==> config.mk <==
export PLATFORM = sky130hd
export DESIGN_NAME = muladd_stream
export DESIGN_NICKNAME = d
export VERILOG_FILES = /design/src/rtl/muladd_pkg.sv /design/src/rtl/muladd_stage.sv /design/src/rtl/muladd_stream.sv
export SDC_FILE = /design/constraint.sdc
export NUM_CORES = 1
export LEC_CHECK = 0
export ABC_AREA = 1
export BUFFER_PORTS_ARGS = -buffer_cell sky130_fd_sc_hd__buf_2
export CAP_MARGIN = 20
export CORE_AREA = 2 2 98 100
export DETAILED_ROUTE_END_ITERATION = 16
export DIE_AREA = 0 0 100 102
export GPL_ROUTABILITY_DRIVEN = 0
export HOLD_SLACK_MARGIN = 0.06
export PLACE_DENSITY_LB_ADDON = 0.1
export SETUP_SLACK_MARGIN = 0.05
export SYNTH_ARGS = -nofsm -noshare
export SYNTH_HDL_FRONTEND = slang
export SYNTH_SLANG_ARGS = --single-unit
==> constraint.sdc <==
create_clock -name clock -period 5.5 [get_ports clock]
set_clock_uncertainty 0.05 [all_clocks]
set_input_delay 0.275 -clock clock [delete_from_list [all_inputs] [get_ports clock]]
set_output_delay 0.275 -clock clock [all_outputs]
set_load 0.005 [all_outputs]
==> src/rtl/muladd_pkg.sv <==
// Shared defaults and beat formats for the multiply-add streaming responder.
// The structs describe the default-width operand and product beats.
package muladd_pkg;

  localparam int DEF_WIDTH     = 8;
  localparam int DEF_CNT_WIDTH = 16;

  typedef struct packed {
    logic [DEF_WIDTH-1:0] a;
    logic [DEF_WIDTH-1:0] b;
    logic [DEF_WIDTH-1:0] c;
  } operand_t;

  typedef struct packed {
    logic [DEF_WIDTH-1:0] p;
    logic [DEF_WIDTH-1:0] c;
  } stage1_t;

endpackage

==> src/rtl/muladd_stage.sv <==
// Generic valid/data pipeline register that collapses bubbles: it loads
// whenever it is empty or its current content is leaving this cycle.
module muladd_stage
  import muladd_pkg::*;
#(
  parameter int W = DEF_WIDTH
) (
  input  logic         clock,
  input  logic         reset,
  input  logic         in_valid,
  input  logic [W-1:0] in_data,
  input  logic         down_ready,
  output logic         up_ready,
  output logic         valid,
  output logic [W-1:0] data
);

  assign up_ready = !valid || down_ready;

  // Data only moves with a valid beat so the last result stays visible when empty.
  always_ff @(posedge clock or posedge reset) begin
    if (reset) begin
      valid <= 1'b0;
      data  <= '0;
    end else if (up_ready) begin
      valid <= in_valid;
      if (in_valid) begin
        data <= in_data;
      end
    end
  end

endmodule

==> src/rtl/muladd_stream.sv <==
// Streaming y = a*b + c (mod 2^WIDTH) with a 3-stage bubble-collapsing pipeline,
// full valid/ready backpressure and a completed-result counter.
module muladd_stream
  import muladd_pkg::*;
#(
  parameter int WIDTH     = DEF_WIDTH,
  parameter int CNT_WIDTH = DEF_CNT_WIDTH
) (
  input  logic                 clock,
  input  logic                 reset,
  input  logic                 in_valid,
  output logic                 in_ready,
  input  logic [WIDTH-1:0]     a,
  input  logic [WIDTH-1:0]     b,
  input  logic [WIDTH-1:0]     c,
  output logic                 out_valid,
  input  logic                 out_ready,
  output logic [WIDTH-1:0]     y,
  output logic [CNT_WIDTH-1:0] count
);

  // Same layout as the package beats, but sized by this instance's WIDTH.
  typedef struct packed {
    logic [WIDTH-1:0] a;
    logic [WIDTH-1:0] b;
    logic [WIDTH-1:0] c;
  } op_t;

  typedef struct packed {
    logic [WIDTH-1:0] p;
    logic [WIDTH-1:0] c;
  } prod_t;

  op_t              s0_in;
  op_t              s0_q;
  prod_t            s1_in;
  prod_t            s1_q;
  logic [WIDTH-1:0] s2_in;
  logic [WIDTH-1:0] s2_q;
  logic             v0;
  logic             v1;
  logic             v2;
  logic             ready0;
  logic             ready1;
  logic             ready2;

  always_comb begin
    s0_in   = '0;
    s0_in.a = a;
    s0_in.b = b;
    s0_in.c = c;
  end

  // Only the low WIDTH bits of the product survive; this is the DSP multiply.
  always_comb begin
    s1_in   = '0;
    s1_in.p = s0_q.a * s0_q.b;
    s1_in.c = s0_q.c;
  end

  assign s2_in = s1_q.p + s1_q.c;

  muladd_stage #(.W($bits(op_t))) u_stage0 (
    .clock      (clock),
    .reset      (reset),
    .in_valid   (in_valid),
    .in_data    (s0_in),
    .down_ready (ready1),
    .up_ready   (ready0),
    .valid      (v0),
    .data       (s0_q)
  );

  muladd_stage #(.W($bits(prod_t))) u_stage1 (
    .clock      (clock),
    .reset      (reset),
    .in_valid   (v0),
    .in_data    (s1_in),
    .down_ready (ready2),
    .up_ready   (ready1),
    .valid      (v1),
    .data       (s1_q)
  );

  muladd_stage #(.W(WIDTH)) u_stage2 (
    .clock      (clock),
    .reset      (reset),
    .in_valid   (v1),
    .in_data    (s2_in),
    .down_ready (out_ready),
    .up_ready   (ready2),
    .valid      (v2),
    .data       (s2_q)
  );

  // The ready chain is purely combinational back to out_ready; no skid buffer.
  assign in_ready  = ready0 && !reset;
  assign out_valid = v2;
  assign y         = s2_q;

  always_ff @(posedge clock or posedge reset) begin
    if (reset) begin
      count <= '0;
    end else if (v2 && out_ready) begin
      count <= count + CNT_WIDTH'(1);
    end
  end

endmodule
* After elaboration in Yosys (flattened, before gate mapping)
Cells that the tools add are included.
Cells by class: reductions and logical operators 12, add/sub/neg operators 2, divide/modulo/power cells 0, mux-type cells 0, magnitude comparators 0, shifts and indexed selects 0, bitwise gates (word level) 0, multipliers 1, equal/unequal tests 0
Operator list (count):
- $add 16x1->16 const B | 1
- $add 8x8->8 | 1
- $mul 8x8->8 | 1
- $reduce_and 2->1 | 3
- $logic_not 1->1 | 4
- $logic_or 1x1->1 | 3
- $logic_and 1x1->1 | 2
Word-level totals: output and inout port bits 26, bits in latches 0, bits in writable memories 0, memories kept 0, logic and storage cells 22, bits in read-only memories 0, input port bits 28, register bits 67

* Depth between registers and ports, before layout
depth in word-level cells 5, depth in mapped cells 20, mapped depth without buffers 19

* Cells and area by module
From an unflattened synthesis, not the netlist that was laid out.
Unflattened totals: cell total of the unflattened synthesis 527, area total of the unflattened synthesis 4346.7 µm²
Modules (own cells, without submodules):
- muladd_stream | cells each 304, area each 2159.6 µm², sequential area each 400.4 µm², times used 1
- muladd_stage (u_stage0) | cells each 109, area each 1097.3 µm², sequential area each 625.6 µm², times used 1
- muladd_stage (u_stage1) | cells each 74, area each 718.2 µm², sequential area each 425.4 µm², times used 1
- muladd_stage (u_stage2) | cells each 40, area each 371.6 µm², sequential area each 225.2 µm², times used 1

* Least setup slack after synthesis
OpenSTA, ideal clock, no wires.
path type reg-to-reg, start point reg u_stage0.data[17], end point reg u_stage1.data[15], clock period less this slack 3.626 ns, stages on the path, launching flop included 21, setup slack 1.874 ns, data required time 5.333 ns, buffers on the path 1, arrival time 3.458 ns, library setup time 0.117 ns, cells stage by stage dfrtp_1 -> clkbuf_1 -> nand2_1 -> inv_1 -> fa_1 -> inv_1 -> fa_1 -> fa_1 -> fa_1 -> inv_1 -> ha_1 -> a21oi_1 -> nand2_1 -> inv_1 -> nand2_1 -> nand2_1 -> nand2_1 -> nand2_1 -> nand2_1 -> nand3_1 -> nand2_1
Between the ends: longest elaborated chain between the ends 1
RTL lines:
- from (decl) | RTL line muladd_stage.sv:15 | output logic [W-1:0] data
- from (signal assigned) | RTL line muladd_stage.sv:28 | data <= in_data;
- $mul 8x8->8 | RTL line muladd_stream.sv:57 | s1_in.p = s0_q.a * s0_q.b;
- to (signal assigned) | RTL line muladd_stage.sv:28
- to (decl) | RTL line muladd_stage.sv:15
No other way between the ends. A chain may end at the register's enable or synchronous reset.

* Worst setup path after layout
Ends and elaborated chain as after synthesis.

==> results.yml <==
timing:
  relSlewSlack_pct: 43.7
  finalHoldViolations: 0
  fin_crit_ns: 3.78
  slew_violations: 0
  setup_tns_ns: 0
  setup_viol: 0
  max_slew.worst_pin.slew_ns: 0.845
  period_share_pct: 68.7
  timing.fmax_mhz: 265
  rsz0062_at_grt: "false"
worst_setup_path:
  r2r.worst_path.cells: 19
  r2r_setup_slack_ns: 1.72
  critPathCaptureType: "register"
  cp-start-kind: "register"
  crit_type: "register to register"
  crit_fanout: 9
  crit_arrival_ns: 3.97
  r2r-end: "u_stage1.data[15]"
  required_ns: 5.69
  rr_startpoint: "u_stage0.data[17]"
floorplanning:
  rows: 35
  start_util_pct: 44.0
  dieArea_um2: 10200
  die_w_um: 100
  core_um2: 9110
  die-height_um: 102
  ioPinCount: 54
clock_network:
  cts_buffers: 9
  clockRootBuffer: "clkbuf_8"
  clock_sinks: 67
  cts_tree: "done"
  clk_path_buf_depth: 2
  clk_latency_ns: 0.35
  post_cts_buffers: 0
  clk_pin_slew_ns: 0.08
  cts_resized: 0
  ctsHoldBuffers: 0
  h-tree-depth: 3
global_route:
  grt_first_pass_wirelength_mm: 13.2
  grt_max_degree: 69
  grt_pass1_vias: 2945
  overflow: 0
  antenna_found_initial: 0
  grt_usage_pct: 16.4
synthesis:
  yosys_warnings: 0
  synth.net_count: 524
  synthArstFlopShare_pct: 100
  synth_top_area_share_pct: 41.8
  synth_top_flop_cell: "dfrtp_1"
  yosysSeqAreaShare_pct: 41.8
  netlist_area_um2: 4010
  synth.avg_cell_area_um2: 8.73
  synth-edff-count: 0
  ys_types: 29
  synth.most_common_cell: "nand2_1"
  yosysTopAreaCell: "dfrtp_1"
  ys_top_cells_by_count: "nand2_1, inv_1, dfrtp_1"
  netlist_instances: 459
  synthTopCellsByArea: "dfrtp_1, nand2_1, inv_1, ha_1, mux2_2"
  ys_ff_latch: 67
detailed_routing:
  drt_first_pass_iters: 4
  vias: 2876
  wl_mm: 7.47
  drc: 0
  wl_per_cell_um: 11.9
  avgViaCountPerCell: 4.57
  drtIter0Drc: 66
  ant_nets: 0
min_path:
  holdPathStages: 2
  hold_start: "a[7]"
  hold_class: "input port to register"
  hold-path-endpoint: "u_stage0.data[23]"
placement:
  hpwl_mm: 5.43
  port_buffers: 53
cells_and_area:
  areaGrowthSynthToFinish_pct: 14.2
  nets: 579
  layout-drive-gt1-share_pct: 20.4
  post-route-util_pct: 50.2
  num_antenna_cells: 0
power:
  leakage_nw: 2.68
  max-vdd-ir-drop_v: 0.000196
  p_per_area_nw_per_um2: 473
status:
  outcome: "finished clean"
run:
  max-cap-violations: 0
-- worst max-delay path, stage by stage (launching register included) --
cell	delay [ns]
dfrtp_1	0.48
nand2_1	0.11
inv_1	0.06
fa_1	0.41
inv_1	0.09
fa_1	0.42
fa_1	0.48
fa_1	0.55
inv_1	0.04
ha_1	0.32
a21oi_1	0.13
nand2_1	0.08
inv_1	0.05
nand2_1	0.06
nand2_1	0.06
nand2_1	0.06
nand2_1	0.06
nand2_1	0.05
nand3_1	0.07
nand2_1	0.05
-- where the power goes --
| group | internal [mW] | leakage [nW] | switching (mW) | total (mW) |
|---|---|---|---|---|
| Clock | 0.256 | 0.103 | 0.204 | 0.460 |
| Sequential | 0.631 | 0.817 | 0.112 | 0.742 |
| Combinational | 0.418 | 1.76 | 0.544 | 0.962 |
-- worst max-delay path by stage --
stage                                  from                 to
after floorplan           u_stage0.data[17]  u_stage1.data[15]
after global placement    u_stage0.data[17]  u_stage1.data[15]
after detailed placement  u_stage0.data[17]  u_stage1.data[15]
after CTS                 u_stage0.data[17]  u_stage1.data[15]
after global routing      u_stage0.data[17]  u_stage1.data[15]
final                     u_stage0.data[17]  u_stage1.data[15]
-- cell usage in the layout (no fill, tap or decap), types with 10 or more instances in the layout --
cell,Yosys,routed
inv_1,84,83
mux2_2,24,24
ha_1,24,24
nand3_1,18,18
buf_2,4,53
o21ai_0,11,11
xnor2_1,10,10
dfrtp_1,67,67
nand2_1,159,159
fa_1,13,13
-- state kept, by name, indices dropped and copies added (netlist names) --
signal          flops
u_stage1.valid      1
count              16
u_stage2.valid      1
u_stage2.data       8
u_stage0.data      24
u_stage1.data      16
u_stage0.valid      1
-- cell families (layout without fill, tap and decap cells) --
kind of cell	count (synthesis)	count (layout)	share of synthesized area, %
buffers and inverters	94	154	9.37
xor gates and xnor gates	19	19	4.15
AOI/OAI and AO/OA	20	20	2.56
adders and majority gates	37	37	14.0
DFF	67	67	41.8
and+or+nand+nor	197	197	21.0
muxes	25	25	7.12
-- layer usage --
| layer | GRT usage (%) | routed length (µm) | vias to the layer above | share of wire (%) |
|---|---|---|---|---|
| met1 | 20.9 | 3570 | 1317 | 48 |
| met2 | 27.5 | 3560 | 42 | 48 |
| met4 | 6.32 | 117 | 0 | 1.6 |
| met3 | 3.49 | 215 | 9 | 2.9 |
| li1 | - | - | 1508 | - |
| met5 | 0 | 0 | - | 0 |
-- stage by stage --
step / hold slack, ns / total power [mW] / instances / setup WS [ns] / cell area (µm²)
CTS: 0.0810 / 2.20 / 630 / 1.72 / 4580
floorplan: 0.374 / 1.49 / 459 / 1.87 / 4010
detailed placement: 0.404 / 1.73 / 614 / 1.74 / 4360
finish: 0.100 / 2.16 / 630 / 1.72 / 4580
global route: 0.0959 / 2.41 / 630 / 1.48 / 4580
global placement: 0.404 / 1.70 / 614 / 1.80 / 4360
-- area by class of cell --
cell class,count,area (µm²)
Multi-Input combinational cell,298,1960
Sequential cell,67,1680
Inverter,84,315
Clock buffer,10,128
Tap cell,111,139
Fill cell,892,4530
Timing Repair Buffer,54,273
Clock inverter,6,88.8
(Power assumes the default switching activity.)
